`src/rtl/ctrl_pkg.sv`:
```
// ctrl_pkg: shared constants and types for the RV32I main decoder.
//   - opcode constants for the five supported instruction groups
//   - func7 constants for the base and alternate (SUB/SRA) encodings
//   - alu_op_e: 4-bit ALU operation codes driven on alu_control
//   - op_class_e: opcode class handed from control_unit to alu_decoder
//   - base_alu_op(): func3 -> ALU op for the base (func7 = 0) encodings
package ctrl_pkg;

    localparam logic [6:0] OPC_RTYPE  = 7'b0110011;
    localparam logic [6:0] OPC_IALU   = 7'b0010011;
    localparam logic [6:0] OPC_LOAD   = 7'b0000011;
    localparam logic [6:0] OPC_STORE  = 7'b0100011;
    localparam logic [6:0] OPC_BRANCH = 7'b1100011;

    localparam logic [6:0] F7_BASE = 7'b0000000;
    localparam logic [6:0] F7_ALT  = 7'b0100000;

    typedef enum logic [3:0] {
        ALU_ADD  = 4'b0000,
        ALU_SUB  = 4'b0001,
        ALU_AND  = 4'b0010,
        ALU_OR   = 4'b0011,
        ALU_XOR  = 4'b0100,
        ALU_SLL  = 4'b0101,
        ALU_SRL  = 4'b0110,
        ALU_SRA  = 4'b0111,
        ALU_SLT  = 4'b1000,
        ALU_SLTU = 4'b1001
    } alu_op_e;

    typedef enum logic [2:0] {
        CLS_NONE   = 3'd0,
        CLS_RTYPE  = 3'd1,
        CLS_IALU   = 3'd2,
        CLS_LOAD   = 3'd3,
        CLS_STORE  = 3'd4,
        CLS_BRANCH = 3'd5
    } op_class_e;

    // ALU operation selected by func3 when func7 carries the base encoding.
    // Shared by R-type and I-ALU; the alternate forms are handled by the caller.
    function automatic alu_op_e base_alu_op(input logic [2:0] func3);
        alu_op_e op;
        case (func3)
            3'b000:  op = ALU_ADD;
            3'b001:  op = ALU_SLL;
            3'b010:  op = ALU_SLT;
            3'b011:  op = ALU_SLTU;
            3'b100:  op = ALU_XOR;
            3'b101:  op = ALU_SRL;
            3'b110:  op = ALU_OR;
            default: op = ALU_AND;
        endcase
        return op;
    endfunction

endpackage

```
`src/rtl/alu_decoder.sv`:
```
// alu_decoder: combinational mapping of (opcode class, func3, func7) to the
// ALU operation and a legality bit.
// Ports:
//   op_class    in  3  opcode class from control_unit
//   func3       in  3  instr[14:12]
//   func7       in  7  instr[31:25]
//   alu_control out 4  ALU operation (ADD whenever the encoding is illegal)
//   illegal     out 1  encoding is not supported for this class
module alu_decoder
    import ctrl_pkg::*;
(
    input  op_class_e   op_class,
    input  logic [2:0]  func3,
    input  logic [6:0]  func7,
    output logic [3:0]  alu_control,
    output logic        illegal
);

    alu_op_e op;
    logic    bad;

    always_comb begin
        op  = ALU_ADD;
        bad = 1'b0;
        case (op_class)
            CLS_RTYPE: begin
                if (func7 == F7_BASE) begin
                    op = base_alu_op(func3);
                end else if (func7 == F7_ALT && func3 == 3'b000) begin
                    op = ALU_SUB;
                end else if (func7 == F7_ALT && func3 == 3'b101) begin
                    op = ALU_SRA;
                end else begin
                    bad = 1'b1;
                end
            end
            CLS_IALU: begin
                // func7 only matters for the shifts; it is immediate bits otherwise.
                case (func3)
                    3'b001: begin
                        op  = ALU_SLL;
                        bad = (func7 != F7_BASE);
                    end
                    3'b101: begin
                        if (func7 == F7_BASE) begin
                            op = ALU_SRL;
                        end else if (func7 == F7_ALT) begin
                            op = ALU_SRA;
                        end else begin
                            bad = 1'b1;
                        end
                    end
                    default: op = base_alu_op(func3);
                endcase
            end
            CLS_LOAD: begin
                // LB, LH, LW, LBU, LHU
                bad = (func3 == 3'b011) || (func3 == 3'b110) || (func3 == 3'b111);
            end
            CLS_STORE: begin
                // SB, SH, SW
                bad = (func3 > 3'b010);
            end
            CLS_BRANCH: begin
                case (func3)
                    3'b000, 3'b001: op  = ALU_SUB;
                    3'b100, 3'b101: op  = ALU_SLT;
                    3'b110, 3'b111: op  = ALU_SLTU;
                    default:        bad = 1'b1;
                endcase
            end
            default: bad = 1'b1;
        endcase

        if (bad) begin
            op = ALU_ADD;
        end
    end

    assign alu_control = op;
    assign illegal     = bad;

endmodule

```
`src/rtl/control_unit.sv`:
```
// control_unit: main decoder for the single-cycle RV32I core.
// Decode is combinational; only the sticky illegal flag (and the optional
// instruction counter) are registered.
// Optional build macro: CTRL_STATS_EN adds instr_count, a wrapping 32-bit
// count of clock cycles that carried a legal encoding while out of reset.
// Ports:
//   clk, rst_n            clock, synchronous active-low reset
//   opcode/func3/func7    instruction fields
//   alu_control           ALU operation code
//   reg_write, mem_read, mem_write, branch, mem_to_reg, alu_src  strobes
//   illegal_instr         current encoding unsupported (combinational)
//   illegal_seen          sticky: an illegal encoding was decoded since reset
//   instr_count           (CTRL_STATS_EN only) legal-instruction counter
module control_unit
    import ctrl_pkg::*;
(
    input  logic        clk,
    input  logic        rst_n,
    input  logic [6:0]  opcode,
    input  logic [2:0]  func3,
    input  logic [6:0]  func7,
    output logic [3:0]  alu_control,
    output logic        reg_write,
    output logic        mem_read,
    output logic        mem_write,
    output logic        branch,
    output logic        mem_to_reg,
    output logic        alu_src,
    output logic        illegal_instr,
    output logic        illegal_seen
`ifdef CTRL_STATS_EN
    ,
    output logic [31:0] instr_count
`endif
);

    op_class_e  op_class;
    logic [3:0] dec_alu;
    logic       dec_illegal;

    always_comb begin
        case (opcode)
            OPC_RTYPE:  op_class = CLS_RTYPE;
            OPC_IALU:   op_class = CLS_IALU;
            OPC_LOAD:   op_class = CLS_LOAD;
            OPC_STORE:  op_class = CLS_STORE;
            OPC_BRANCH: op_class = CLS_BRANCH;
            default:    op_class = CLS_NONE;
        endcase
    end

    alu_decoder u_alu_decoder (
        .op_class    (op_class),
        .func3       (func3),
        .func7       (func7),
        .alu_control (dec_alu),
        .illegal     (dec_illegal)
    );

    // Strobes are only raised for a legal encoding out of reset, so an
    // illegal instruction can never write a register or touch memory.
    always_comb begin
        alu_control   = 4'b0000;
        reg_write     = 1'b0;
        mem_read      = 1'b0;
        mem_write     = 1'b0;
        branch        = 1'b0;
        mem_to_reg    = 1'b0;
        alu_src       = 1'b0;
        illegal_instr = 1'b0;
        if (rst_n) begin
            illegal_instr = dec_illegal;
            if (!dec_illegal) begin
                alu_control = dec_alu;
                case (op_class)
                    CLS_RTYPE: begin
                        reg_write = 1'b1;
                    end
                    CLS_IALU: begin
                        reg_write = 1'b1;
                        alu_src   = 1'b1;
                    end
                    CLS_LOAD: begin
                        reg_write  = 1'b1;
                        mem_read   = 1'b1;
                        mem_to_reg = 1'b1;
                        alu_src    = 1'b1;
                    end
                    CLS_STORE: begin
                        mem_write = 1'b1;
                        alu_src   = 1'b1;
                    end
                    CLS_BRANCH: begin
                        branch = 1'b1;
                    end
                    default: ;
                endcase
            end
        end
    end

    // Reset has priority over a simultaneous set.
    always_ff @(posedge clk) begin
        if (!rst_n) begin
            illegal_seen <= 1'b0;
        end else if (illegal_instr) begin
            illegal_seen <= 1'b1;
        end
    end

`ifdef CTRL_STATS_EN
    // Natural 32-bit wrap from 0xFFFFFFFF to 0.
    always_ff @(posedge clk) begin
        if (!rst_n) begin
            instr_count <= 32'd0;
        end else if (!illegal_instr) begin
            instr_count <= instr_count + 32'd1;
        end
    end
`endif

endmodule

```
`config.mk`:
```
export PLATFORM = sky130hd
export DESIGN_NAME = control_unit
export DESIGN_NICKNAME = d
export VERILOG_FILES = /design/src/rtl/ctrl_pkg.sv /design/src/rtl/alu_decoder.sv /design/src/rtl/control_unit.sv
export SDC_FILE = /design/constraint.sdc
export NUM_CORES = 1
export LEC_CHECK = 0
export BUFFER_PORTS_ARGS = -buffer_cell sky130_fd_sc_hd__buf_4
export CAP_MARGIN = 10
export CORE_AREA = 2 2 44 42
export DETAILED_ROUTE_END_ITERATION = 10
export DIE_AREA = 0 0 46 44
export GPL_TIMING_DRIVEN = 0
export PLACE_DENSITY = 0.7
export SYNTH_ARGS = -nofsm -noshare
export SYNTH_HDL_FRONTEND = slang
export SYNTH_SLANG_ARGS = --single-unit
export TNS_END_PERCENT = 10
```
`constraint.sdc`:
```
create_clock -name clk -period 1.9 [get_ports clk]
set_input_delay 0.285 -clock clk [delete_from_list [all_inputs] [get_ports clk]]
set_output_delay 0.285 -clock clk [all_outputs]
set_load 0.01 [all_outputs]
```
### After elaboration in Yosys (flattened, before gate mapping)

Index checks and enable logic that the tools add are counted.

* input port bits: 19
* register bits after elaboration: 1
* word-level logic and storage cells: 70

* reduce and logical (&&, ||, !) cells: 13
* equality and inequality tests: 18
* magnitude comparators: 1
* muxes and demuxes: 37

Operators by type and width (number)
* 4-bit case mux with 7 select lines: 1
* 4-bit case mux with 3 select lines: 2
* 1-bit two-way mux: 22
* 7-bit by 6-bit equality test with 1-bit output, second input constant: 3
* 4-bit two-way mux: 5
* 4-bit case mux with 5 select lines: 1
* 3-bit equality test, second input constant: 6
* 3-bit case mux with 5 select lines: 1
* 3-bit by 2-bit equality test with 1-bit output, second input constant: 4
* 4-bit case mux with 2 select lines: 1
* 7-bit by 2-bit equality test with 1-bit output, second input constant: 1
* 7-bit by 5-bit equality test with 1-bit output, second input constant: 1
* 7-bit equality test, second input constant: 1
* 7-bit zero test: 1
* 7-bit nonzero test: 1
* 3-bit by 1-bit equality test with 1-bit output, second input constant: 2
* 3-bit two-way mux: 2
* 2-bit OR reduction: 3
* 3-bit OR reduction: 2
* 6-bit OR reduction: 1
* 1-bit case mux with 5 select lines: 1
* 3-bit by 2-bit > comparator with 1-bit output, second input constant: 1
* 3-bit zero test: 1
* 1-bit logical AND: 2
* other kinds (2): 3

### Depth between registers and ports, before layout

* depth after elaboration: 8
* depth in mapped cells: 8

### Modules after synthesis

From an unflattened synthesis, not the netlist that was laid out.

* cell total of the unflattened synthesis: 80
* area total of the unflattened synthesis: 565.5 sq um

By module, submodules not included
* alu_decoder: area each 385.4 sq um, sequential area each 0.0 sq um, times used 1, cells an instance 56
* control_unit: area each 180.2 sq um, sequential area each 20.0 sq um, times used 1, cells an instance 24

### Worst setup path after synthesis

Ideal clock, no wire load.

* path kind: in2out
* start point: in func7[1]
* end point: out mem_to_reg
* data arrival time: 1.727 ns
* stages on the path: 6
* slack: -0.112 ns
* data required time: 1.615 ns
* path buffers: 1
* cell sequence: nor4_2 > nand2_1 > o211ai_1 > nand4_4 > nor4_4 > buf_4

* cells in the longest elaborated chain, start to end: 8
* elaborated cells between the ends (all ways): 14
* those cells by class: eq/ne (1); mux (9); reduce/logical (4)

Ends and longest elaborated chain
* start: declaration: RTL line control_unit.sv:21 `input logic [6:0] func7,`
* 7-bit by 6-bit equality test with 1-bit output: RTL line alu_decoder.sv:29, alu_decoder.sv:31, alu_decoder.sv:47
* 1-bit logical AND: RTL line alu_decoder.sv:31 `end else if (func7 == F7_ALT && func3 == 3'b101) begin`
* 1-bit two-way mux: RTL line alu_decoder.sv:31
* 1-bit two-way mux: RTL line alu_decoder.sv:29 `end else if (func7 == F7_ALT && func3 == 3'b000) begin`
* 1-bit two-way mux: RTL line alu_decoder.sv:27 `if (func7 == F7_BASE) begin`
* 1-bit case mux with 5 select lines (*): RTL line alu_decoder.sv:25 `case (op_class)`
* 1-bit two-way mux (*) (2 in series)
* end: declaration: RTL line control_unit.sv:27 `output logic mem_to_reg,`

Every way passes the cells marked *; elsewhere a longest branch is shown, timed or not.

### Final worst setup path

* start point: in func3[0]
* end point: out mem_to_reg

* cells in the longest elaborated chain, start to end: 8
* elaborated cells between the ends (all ways): 21
* those cells by class: order compare (1); eq/ne (6); mux (8); reduce/logical (6)

Ends and longest elaborated chain
* start: declaration: RTL line control_unit.sv:20 `input logic [2:0] func3,`
* 3-bit equality test: RTL line alu_decoder.sv:31, alu_decoder.sv:39, alu_decoder.sv:65
* 1-bit logical AND: RTL line alu_decoder.sv:31
* 1-bit two-way mux: RTL line alu_decoder.sv:31
* 1-bit two-way mux: RTL line alu_decoder.sv:29
* 1-bit two-way mux: RTL line alu_decoder.sv:27
* 1-bit case mux with 5 select lines (*): RTL line alu_decoder.sv:25
* 1-bit two-way mux (*): RTL line control_unit.sv:73 `if (!dec_illegal) begin`
* 1-bit two-way mux (*): RTL line control_unit.sv:71 `if (rst_n) begin`

Marked as above.

==> impl_metrics.yaml <==
die:
  start_util_pct: 35.7
  coreArea_sq_um: 1580
  die_area_sq_um: 2020
  die_w_microns: 46
  die_h_microns: 44
  io_pins: 31
  rows: 14
logic_synthesis:
  synth_top_area_cell: "ha_1"
  syn_inst: 76
  syn-mean-instance-area_sq_um: 7.41
  synth_cell_types: 35
  synth.net_count: 100
  synth_warnings: 0
  synth-edff-count: 0
  yosys-top-cells-area: "ha_1, nor3_1, nand2_1"
  async_reset_ff_share_pct: 0
  yosys_register_bits: 1
  netlist.area_leader.share_pct: 11.1
  netlist_area_sq_um: 563
  synth-seq-area-share_pct: 3.56
  synth_ff_type: "dfxtp_1"
grt:
  grt_pass1_vias: 649
  grt_max_degree: 11
  grt_pass1_wl_mm: 2.82
  grt-ovfl-total: 0
  antenna_found_initial: 0
  grt_use_total_pct: 18.0
timing:
  fmax_mhz: 466
  finalCritPeriodShare_pct: 113
  rsz0062_at_grt: "true"
  fin_ws_ns: -0.248
  period_minus_slack_ns: 2.15
  slew_viol_final: 0
  fin_worst_skew_ns: 0
  tightestPinTransition_ns: 0.441
  finalSetupViolCount: 12
  relSlewSlack_pct: 70.3
  timing_hold_violations_final: 0
  hold_slack_ns: 0.476
final_layout:
  diodes: 0
  seq_area_sq_um: 20.0
  top_regs: "illegal_seen: 1 flops"
  filler_cell_count: 138
  syn2layout_area_growth_pct: 66.4
  fin_cells: 130
  nets: 140
  largest-register: "illegal_seen"
  largest_reg_flops: 1
  multi_input_area_sq_um: 559
  drive_above_1_share_pct: 48.2
  stdcell_area_sq_um: 937
placement:
  dp_hpwl_mm: 1.29
  routabilityCongestion: 0.888
  pre_cts_ws_ns: -0.404
  dpl_cell_area_sq_um: 808
  dp_cells: 122
  io_buffers: 30
setup_path:
  worst-path-buf-inv: 3
  critPathTopFamily: "simple AND/OR/NAND/NOR gates"
  rrSetupSlack_ns: 1.31
  start_kind: "input port"
  crit_slowest_cell: "o31a_1"
  worst_ep_required_time_ns: 1.62
  worstSetupPathType: "input port to output port"
  critPathMaxFanout: 7
  reg2reg_depth: 1
  crit_chain: "buf_4 > nor2b_1 > o31a_1 > o311ai_4 > nand4_4 > nor4_4 > buf_4 > buf_6"
  crit_path_max_incr_delay_ns: 0.31
  cp_data_arrival_time_ns: 1.86
  critPathCaptureType: "output port"
  r2r_end: "illegal_seen$_SDFFE_PN0P_"
  cp_common_cell: "buf_4"
  rr_startpoint: "illegal_seen$_SDFFE_PN0P_"
cts:
  hold_buffers: 0
  clk_pin_slew_ns: 0
  clock_latency_ns: 0
detailed_routing:
  drt-met1-wl_microns: 698
  antenna_left: 0
  wl_met3_microns: 107
  wl_met2_microns: 878
  vias: 728
  top_layer: "met3"
  wire_per_inst_microns: 13.0
  wl_mm: 1.68
  drtPass1Iterations: 4
  via_per_inst: 5.60
  drtIter0Drc: 8
  drc: 0
pwr:
  power.total_mw: 0.151
  max-vdd-ir-drop_uv: 129
  p_leak_nw: 0.383
  p_per_area_nw_per_um2: 161
hold_path:
  holdPathStages: 1
  hp-class: "flip-flop to flip-flop"
  worstHoldStart: "illegal_seen$_SDFFE_PN0P_"
  min_to: "illegal_seen$_SDFFE_PN0P_"
outcome:
  status: "finished, violations left"
  violations: "negative setup slack"
run:
  cap_violations: 0
metal layers:
| metal | track usage (%) | vias to the layer above |
|---|---|---|
| met4 | 1.14 | 0 |
| met1 | 25.5 | 333 |
| met5 | 0 | - |
| met2 | 31.4 | 30 |
| li1 | - | 365 |
| met3 | 0 | 0 |
worst max path at each step:
| stage | depth (start not counted) | to | startpoint | slack, ns |
|---|---|---|---|---|
| final | 8 | mem_to_reg | func3[0] | -0.25 |
| after CTS | 8 | mem_to_reg | func3[0] | -0.24 |
| after floorplan | 6 | mem_to_reg | func7[1] | -0.1 |
| after detailed placement | 8 | mem_to_reg | opcode[2] | -0.40 |
| after global routing | 8 | mem_to_reg | func7[1] | -0.39 |
| after global placement | 8 | mem_to_reg | opcode[2] | -0.39 |
cells in the mapped netlist (2+ instances only):
cell      n
ha_1      5
inv_1     5
nor4_2    2
o211ai_1  2
nand2_1   8
a31oi_1   3
nor3_1    6
o21ai_0   3
nor2b_1   4
nand3_1   2
nor2_1    8
a21oi_1   4
a211oi_1  2
power breakdown:
group	switching (mW)	leakage (nW)	internal, mW
logic	0.0661	0.375	0.0611
registers	0.000643	0.00844	0.0227
clock network	0	0	0
metrics by stage:
| step | utilization (%) | setup TNS, ns |
|---|---|---|
| after global placement | 51.3 | -3.29 |
| after CTS | 58.0 | -1.75 |
| final | 59.4 | -2.04 |
| after global routing | 59.4 | -3.61 |
| after floorplan | - | -0.0995 |
| after detailed placement | 51.3 | -3.38 |
what timing repair did:
| item | CTS | global route |
|---|---|---|
| endpoints found under the setup margin | 11 | 12 |
| pin swaps | 5 | 5 |
| setup buffers | 5 | 3 |
| gates resized for setup | 14 | 0 |
layout by cell type (no fill, tap or decap), types with 2 or more instances in the layout:
master / instances
a211oi_1: 2
a21oi_1: 4
a31oi_1: 3
buf_4: 35
buf_6: 5
ha_1: 5
inv_1: 5
nand2_1: 7
nand3_1: 2
nor2_1: 7
nor2b_1: 4
nor3_1: 3
nor3_2: 3
nor4_4: 2
o211ai_1: 2
o21ai_0: 2
area by class of cell:
cell class | count | share of cell area (%)
tap | 16 | 2.14
multi-input combinational | 68 | 59.7
timing repair buffer | 38 | 32.0
inverter | 5 | 2.00
buffer | 2 | 2.00
sequential | 1 | 2.14
cell families (layout without fill, tap and decap cells):
kind of cell | Yosys count | after routing | synth area share [%]
DFF | 1 | 1 | 3.56
AOI/OAI and AO/OA | 21 | 21 | 28.7
adders and majority gates | 5 | 5 | 11.1
buffers and inverters | 7 | 45 | 6.67
and+or+nand+nor | 42 | 42 | 50.0
(Power assumes the default switching activity.)
